File: config.mk
export PLATFORM = sky130hd
export DESIGN_NAME = sensor_conditioner
export DESIGN_NICKNAME = d
export VERILOG_FILES = /design/src/rtl/sensor_conditioner.sv
export SDC_FILE = /design/constraint.sdc
export NUM_CORES = 1
export LEC_CHECK = 0
export CAP_MARGIN = 20
export CORE_MARGIN = 1.5
export CORE_UTILIZATION = 50
export CTS_BUF_LIST = sky130_fd_sc_hd__clkbuf_2
export DETAILED_ROUTE_END_ITERATION = 10
export PLACE_DENSITY = 0.74
export SYNTH_ARGS = -nofsm -noshare
export SYNTH_HDL_FRONTEND = slang
export SYNTH_SLANG_ARGS = --single-unit
File: constraint.sdc
create_clock -name Clk -period 4.2 [get_ports Clk]
set_input_delay 0.42 -clock Clk [delete_from_list [all_inputs] [get_ports Clk]]
set_output_delay 0.42 -clock Clk [all_outputs]
set_load 0.05 [all_outputs]
File: src/rtl/sensor_conditioner.sv
// -----------------------------------------------------------------------------
// sensor_conditioner
//
// Input-conditioning stage in front of the home-automation controller. The
// raw, asynchronous door/window/fire sensor levels are synchronised and
// debounced. The raw temperature bus is synchronised and stability-filtered.
// The controller sees clean levels, a temperature-valid flag and a one-cycle
// change strobe.
//
// Parameters
//   DB_CNT : consecutive stable cycles needed before a new level is accepted
//            (2..255)
//   ST_W   : temperature bus width
//
// Ports
//   Clk        in   system clock, rising edge
//   Rst_n      in   asynchronous active-low reset
//   SFD        in   raw front-door sensor
//   SRD        in   raw rear-door sensor
//   SW         in   raw window sensor
//   SFA        in   raw fire-alarm sensor
//   ST         in   raw temperature, unsigned, ST_W bits
//   SFD_o      out  debounced front door
//   SRD_o      out  debounced rear door
//   SW_o       out  debounced window
//   SFA_o      out  debounced fire alarm
//   ST_o       out  accepted temperature
//   temp_valid out  ST_o holds at least one accepted sample
//   chg        out  one-cycle strobe: some conditioned output changed
//
// Build option
//   SENSOR_COND_FIRE_FAST_EN : when defined, a rising fire-alarm level skips
//   the debounce and reaches SFA_o one edge after the second synchroniser
//   stage reads 1. The falling edge stays fully debounced.
// -----------------------------------------------------------------------------
module sensor_conditioner #(
    parameter int DB_CNT = 4,
    parameter int ST_W   = 7
) (
    input  logic            Clk,
    input  logic            Rst_n,
    input  logic            SFD,
    input  logic            SRD,
    input  logic            SW,
    input  logic            SFA,
    input  logic [ST_W-1:0] ST,
    output logic            SFD_o,
    output logic            SRD_o,
    output logic            SW_o,
    output logic            SFA_o,
    output logic [ST_W-1:0] ST_o,
    output logic            temp_valid,
    output logic            chg
);

    localparam int            CW       = $clog2(DB_CNT);
    localparam logic [CW-1:0] CNT_LAST = CW'(DB_CNT - 1);
    localparam logic [CW-1:0] CNT_ONE  = CW'(1);

    // Binary channels, bit order: 0=front door, 1=rear door, 2=window, 3=fire.
    logic [3:0]         bin_raw;
    logic [3:0]         bin_s1_q, bin_s1_d;
    logic [3:0]         bin_s2_q, bin_s2_d;
    logic [3:0]         bin_d_q,  bin_d_d;
    logic [3:0][CW-1:0] bin_c_q,  bin_c_d;

    // Temperature path.
    logic [ST_W-1:0]    ts1_q, ts1_d;
    logic               ts1_vld_q, ts1_vld_d;
    logic [ST_W-1:0]    cand_q, cand_d;
    logic               cand_vld_q, cand_vld_d;
    logic [CW-1:0]      tc_q, tc_d;
    logic [ST_W-1:0]    st_o_q, st_o_d;
    logic               temp_valid_q, temp_valid_d;
    logic               need_upd;

    logic               chg_q, chg_d;

    assign bin_raw = {SFA, SW, SRD, SFD};

    // -------------------------------------------------------------------------
    // Binary synchronise + debounce
    // -------------------------------------------------------------------------
    always_comb begin
        bin_s1_d = bin_raw;
        bin_s2_d = bin_s1_q;
        bin_d_d  = bin_d_q;
        bin_c_d  = bin_c_q;
        for (int i = 0; i < 4; i++) begin
            if (bin_s2_q[i] == bin_d_q[i]) begin
                // Back at the accepted level: any count in progress restarts.
                bin_c_d[i] = '0;
            end else if (bin_c_q[i] == CNT_LAST) begin
                bin_d_d[i] = bin_s2_q[i];
                bin_c_d[i] = '0;
            end else begin
                bin_c_d[i] = bin_c_q[i] + CNT_ONE;
            end
        end
`ifdef SENSOR_COND_FIRE_FAST_EN
        // A fire alarm is safety-critical: take the rising level at once.
        if (bin_s2_q[3] && !bin_d_q[3]) begin
            bin_d_d[3] = 1'b1;
            bin_c_d[3] = '0;
        end
`else
`endif
    end

    // -------------------------------------------------------------------------
    // Temperature synchronise + stability filter
    //
    // cand_q is loaded from the first synchroniser stage on every mismatch and
    // otherwise already equals it, so it also serves as the second
    // synchroniser stage. This gives the temperature path the same latency as
    // the binary path. The valid flags keep the reset contents of the
    // synchroniser from counting as a sample. Without them, ST=0 held
    // from reset would be accepted two edges early.
    // -------------------------------------------------------------------------
    always_comb begin
        ts1_d        = ST;
        ts1_vld_d    = 1'b1;
        cand_d       = cand_q;
        cand_vld_d   = cand_vld_q;
        tc_d         = tc_q;
        st_o_d       = st_o_q;
        temp_valid_d = temp_valid_q;
        need_upd     = (cand_q != st_o_q) || !temp_valid_q;

        if (!ts1_vld_q) begin
            tc_d = '0;
        end else if (!cand_vld_q || (ts1_q != cand_q)) begin
            cand_d     = ts1_q;
            cand_vld_d = 1'b1;
            tc_d       = '0;
        end else if (need_upd && (tc_q == CNT_LAST)) begin
            st_o_d       = cand_q;
            temp_valid_d = 1'b1;
            tc_d         = '0;
        end else if (need_upd) begin
            tc_d = tc_q + CNT_ONE;
        end else begin
            tc_d = '0;
        end
    end

    // -------------------------------------------------------------------------
    // Change strobe: registered so it coincides with the updated outputs.
    // -------------------------------------------------------------------------
    always_comb begin
        chg_d = (bin_d_d != bin_d_q)
             || (st_o_d != st_o_q)
             || (temp_valid_d && !temp_valid_q);
    end

    always_ff @(posedge Clk or negedge Rst_n) begin
        if (!Rst_n) begin
            bin_s1_q     <= '0;
            bin_s2_q     <= '0;
            bin_d_q      <= '0;
            bin_c_q      <= '0;
            ts1_q        <= '0;
            ts1_vld_q    <= 1'b0;
            cand_q       <= '0;
            cand_vld_q   <= 1'b0;
            tc_q         <= '0;
            st_o_q       <= '0;
            temp_valid_q <= 1'b0;
            chg_q        <= 1'b0;
        end else begin
            bin_s1_q     <= bin_s1_d;
            bin_s2_q     <= bin_s2_d;
            bin_d_q      <= bin_d_d;
            bin_c_q      <= bin_c_d;
            ts1_q        <= ts1_d;
            ts1_vld_q    <= ts1_vld_d;
            cand_q       <= cand_d;
            cand_vld_q   <= cand_vld_d;
            tc_q         <= tc_d;
            st_o_q       <= st_o_d;
            temp_valid_q <= temp_valid_d;
            chg_q        <= chg_d;
        end
    end

    assign SFD_o      = bin_d_q[0];
    assign SRD_o      = bin_d_q[1];
    assign SW_o       = bin_d_q[2];
    assign SFA_o      = bin_d_q[3];
    assign ST_o       = st_o_q;
    assign temp_valid = temp_valid_q;
    assign chg        = chg_q;

endmodule

; ---- Word-level counts from Yosys, hierarchy flattened
; Cells that the tools add are included.
; W data, S select, Z words.
[word_totals]
register_bits = 47
latch_bits = 0
mem_bits_rw = 0
mem_bits_ro = 0
in_bits = 13
output_inout_bits = 13
mem_count = 0
[classes]
n_addsub = 5
mul = 0
div_mod_pow = 0
order_cmp = 0
n_eq_ne = 13
shifts = 0
n_mux = 26
bitwise = 0
n_reduce_logical = 9
[op_table]
columns = cell, count
row1 = $mux W2, 12
row2 = $mux W7, 3
row3 = $ne A7 B7 Y1, 3
row4 = $mux W1, 11
row5 = $add A2 B1 Y2 const B, 5
row6 = $eq A2 B2 Y1 const B, 5
row7 = $eq A1 B1 Y1, 4
row8 = $logic_or A1 B1 Y1, 4
row9 = $ne A4 B4 Y1, 1
row10 = $logic_and A1 B1 Y1, 2
row11 = $logic_not A1 Y1, 2
row12 = $reduce_and A2 Y1, 1

; ---- Longest topological paths before layout
[depth]
depth_word = 9
ltp_mapped = 6
ltp_nobuf = 5

; ---- Worst setup path after synthesis
; OpenSTA, ideal clock, no wires.
[synth_timing]
path_type = register to register
from = register cand_q[3]
to = register st_o_q[0] (netlist: ST_o[0])
t_arrival_ps = 1710
required_ps = 4075
slack_ps = 2365
stages_incl_launch_ff = 7
n_path_buf = 1
cell_sequence = dfrtp_1 > xor2_1 > nor4_1 > nand4_1 > and4bb_2 > buf_6 > mux2_2
[synth_between]
elab_chain_len = 6
word_cells_on_any_way = 8
cone_classes = eq/ne (2) / mux (3) / reduce/logical (3)
[synth_lines]
columns = element, line
row1 = from (decl), 70  ; logic [ST_W-1:0] cand_q, cand_d;
row2 = from (signal assigned), 177  ; cand_q <= cand_d;
row3 = $ne A7 B7 Y1, 128  ; need_upd = (cand_q != st_o_q) || !temp_valid_q;
row4 = $logic_or A1 B1 Y1, 128
row5 = $logic_and A1 B1 Y1, 136  ; end else if (need_upd && (tc_q == CNT_LAST)) begin
row6 = $mux W7, 136
row7 = $mux W7 (*), 132  ; end else if (!cand_vld_q || (ts1_q != cand_q)) begin
row8 = $mux W7 (*), 130  ; if (!ts1_vld_q) begin
row9 = net st_o_d[0], 73  ; logic [ST_W-1:0] st_o_q, st_o_d;
row10 = to (signal assigned), 180  ; st_o_q <= st_o_d;
row11 = to (decl), 73
; The timed path passes the listed nets; every way through them passes the cells marked *.
; A chain may end at the register's enable or synchronous reset.

; ---- Worst setup path in the final report
[layout_timing]
from = register st_o_q[3] (netlist: ST_o[3])
to = output port ST_o[3]
[layout_rtl]
columns = element, line
row1 = to (decl), 51  ; output logic [ST_W-1:0] ST_o,
; No word-level cell between the ends.

==> impl_metrics.csv <==
group,metric,value,unit
status,status,"finished clean",
final_layout,nFillCells,291,
route,wl_per_cell,13.3,um
worst_setup_path,critPathLaunchType,"flip-flop",
worst_setup_path,required,3.78,ns
sta,min_period_over_period,0.501,
placed_design,hpwl,1940,um
synthesis,synth-seq-cells,47,
cts,clk_latency,0.40,ns
sta,drv_slew,0,
placed_design,io_buffers,25,
worst_setup_path,arrival,1.69,ns
cts,clkSlewWorstSetupHoldPaths,0.21,ns
sta,worst_slew_pin_slew,0.984,ns
sta,slew_headroom,0.344,
floorplan,io-pin-count,26,
sta,min_period,2.11,ns
floorplan,dieHeight,62.6,um
floorplan,coreArea,3360,um^2
cts,htreeDepth,2,
synthesis,synth_top_area_frac,0.662,
sta,fmax,475,MHz
synthesis,yosys.area.top_type,"dfrtp_1",
worst_setup_path,crit_start,"ST_o[3]",
synthesis,synth_top_flop_cell,"dfrtp_1",
final_layout,nNetsFinal,163,
worst_setup_path,max_stage_delay,0.83,ns
final_layout,regArea,1180,um^2
placed_design,dp.cells,184,
floorplan,die_width,62.6,um
synthesis,ys_types,20,
cts,clock_path_buffers,2,
min_path,min_path_type,"in -> async",
worst_setup_path,worst_r2r_path_depth,5,
synthesis,synth-edff-count,0,
synthesis,yosysMostFrequentCell,"dfrtp_1",
worst_setup_path,timing.rr.start,"cand_q[3]",
pwr,powerDensity,482,nW/um^2
worst_setup_path,criticalPathCategory,"reg -> out",
job,max_cap_violations,0,
cts,cts_buffers,5,
final_layout,drive_gt1_frac,0.192,
synthesis,syn_inst,115,
synthesis,avgSynthCellArea,15.5,um^2
grt,first_global_vias,1045,
final_layout,multiInputGateArea,587,um^2
cts,cts.sinks,47,
worst_setup_path,crit_fanout,3,
route,antenna_left,0,
floorplan,core.rowCount,21,
grt,grt_usage,0.157,
synthesis,synthTopCellsByCount,"dfrtp_1 (47), mux2_2 (18), xor2_1 (10)",
worst_setup_path,crit_chain,"clkdlybuf4s50_1",
grt,grt_max_degree,48,
final_layout,final_util,0.625,
worst_setup_path,worst-path-buf-inv,1,
pwr,power_leakage,0.942,nW
floorplan,die-area,3920,um^2
cts,cts_resized,0,
route,num_vias,944,
synthesis,syn_nets,133,
grt,grt_antenna_before_repair,0,
grt,grt_overflow,0,
worst_setup_path,crit_cells,1,
cts,hold_buffers,0,
final_layout,syn_to_final_growth,18.3,%
route,initialDrtViolationCount,13,
worst_setup_path,end_kind,"primary output",
worst_setup_path,crit_slowest_cell,"clkdlybuf4s50_1",
route,routed_wl,2560,um
final_layout,instances_no_fill,192,
grt,grt_pass1_wl,4600,um
synthesis,synth_area,1780,um^2
route,via_per_inst,4.92,
cts,cts_post_setup_buffers_inserted,0,
final_layout,antennaDiodeCount,0,
synthesis,synth_warnings,0,
route,first_pass_iters,4,
synthesis,yosys-top-cells-area,"dfrtp_1 (66%), mux2_2 (11%), xor2_1 (4.9%), xnor2_1 (3.9%), ha_1 (3.5%)",
sta,rsz0062_at_grt,"false",
placed_design,place.gp.congestion,0.755,
sta,hold_violations,0,
synthesis,yosysSeqAreaShare,0.662,
cts,cts_tree,"built",
cts,root_buffer,"clkbuf_2",
sta,fin_setup_tns,0,ns
worst_setup_path,cp_top_family,"buffers and inverters",
sta,finalSetupViolations,0,
synthesis,async_flop_share,1.00,
placed_design,pre_cts_ws,2.15,ns
pwr,vdd_drop_max,0.247,mV
floorplan,initial_core_util,0.529,
sta,worst_slack,2.09,ns
sta,finalClockSkew,0.0235,ns
route,remaining_drc_errors,0,
-- path summary, 6_finish.rpt --
check                              end  slack [ns]
setup / recovery               ST_o[3]        2.09
hold / removal              temp_valid        0.15
setup reg to reg               ST_o[0]        2.13
hold reg to reg            bin_s2_q[2]        0.37
max in group asynchronous     ts1_q[1]        3.43
min in group Clk           bin_s2_q[2]        0.37
-- layout by cell type (no fill, tap or decap) --
cell type        count
dfrtp_1             47
clkdlybuf4s50_1     24
mux2_2              18
xor2_1              10
xnor2_1              8
clkbuf_2             6
and2_1               5
ha_1                 5
nor3b_1              4
nand4_1              3
nor2_1               2
or2_2                2
a22oi_1              2
clkinv_1             2
nor4_1               1
and4bb_2             1
nor4b_1              1
nor2b_1              1
nand3b_1             1
nand2_1              1
buf_2                1
conb_1               1
-- through the flow --
step                hold WS [ns]  power, mW  area [um^2]
floorplan                  0.124      0.765         1780
global placement           0.333      0.851         2070
detailed placement         0.340      0.865         2070
CTS                        0.170       1.03         2100
global route               0.175       1.08         2100
finish                     0.149       1.01         2100
-- logic make-up after synthesis --
kind of cell               Yosys count  synth area share
and+or+nand+nor                     22            0.0816
other                                1           0.00211
xor gates and xnor gates            18            0.0887
adders and majority gates            5            0.0352
buffers and inverters                2           0.00844
muxes                               18             0.114
DFF                                 47             0.662
AOI/OAI and AO/OA                    2           0.00844
-- power breakdown --
| group | switching, mW | internal (mW) |
|---|---|---|
| Sequential | 0.0464 | 0.522 |
| Combinational | 0.156 | 0.125 |
| Clock | 0.124 | 0.0401 |
| Total | 0.326 | 0.687 |
-- metal layers --
| metal | global-route usage | share of wire |
|---|---|---|
| met1 | 0.187 | 0.43 |
| met2 | 0.246 | 0.50 |
| met3 | 0.0739 | 0.044 |
| met4 | 0.0694 | 0.024 |
| met5 | 0 | 0 |
-- registers in the layout, indices dropped and copies added, names as in the netlist --
signal,cells
ST_o,7
bin_c_q,8
bin_d_q,4
bin_s1_q,4
bin_s2_q,4
cand_q,7
cand_vld_q,1
chg,1
tc_q,2
temp_valid,1
ts1_q,7
ts1_vld_q,1
-- layout make-up --
cell class                      instances  area share
Clock buffer                            6      0.0143
Timing Repair Buffer                   25       0.117
Multi-Input combinational cell         66       0.279
Clock inverter                          2     0.00357
Sequential cell                        47       0.559
Tap cell                               46      0.0274
Power figures use the tool's default switching activity.
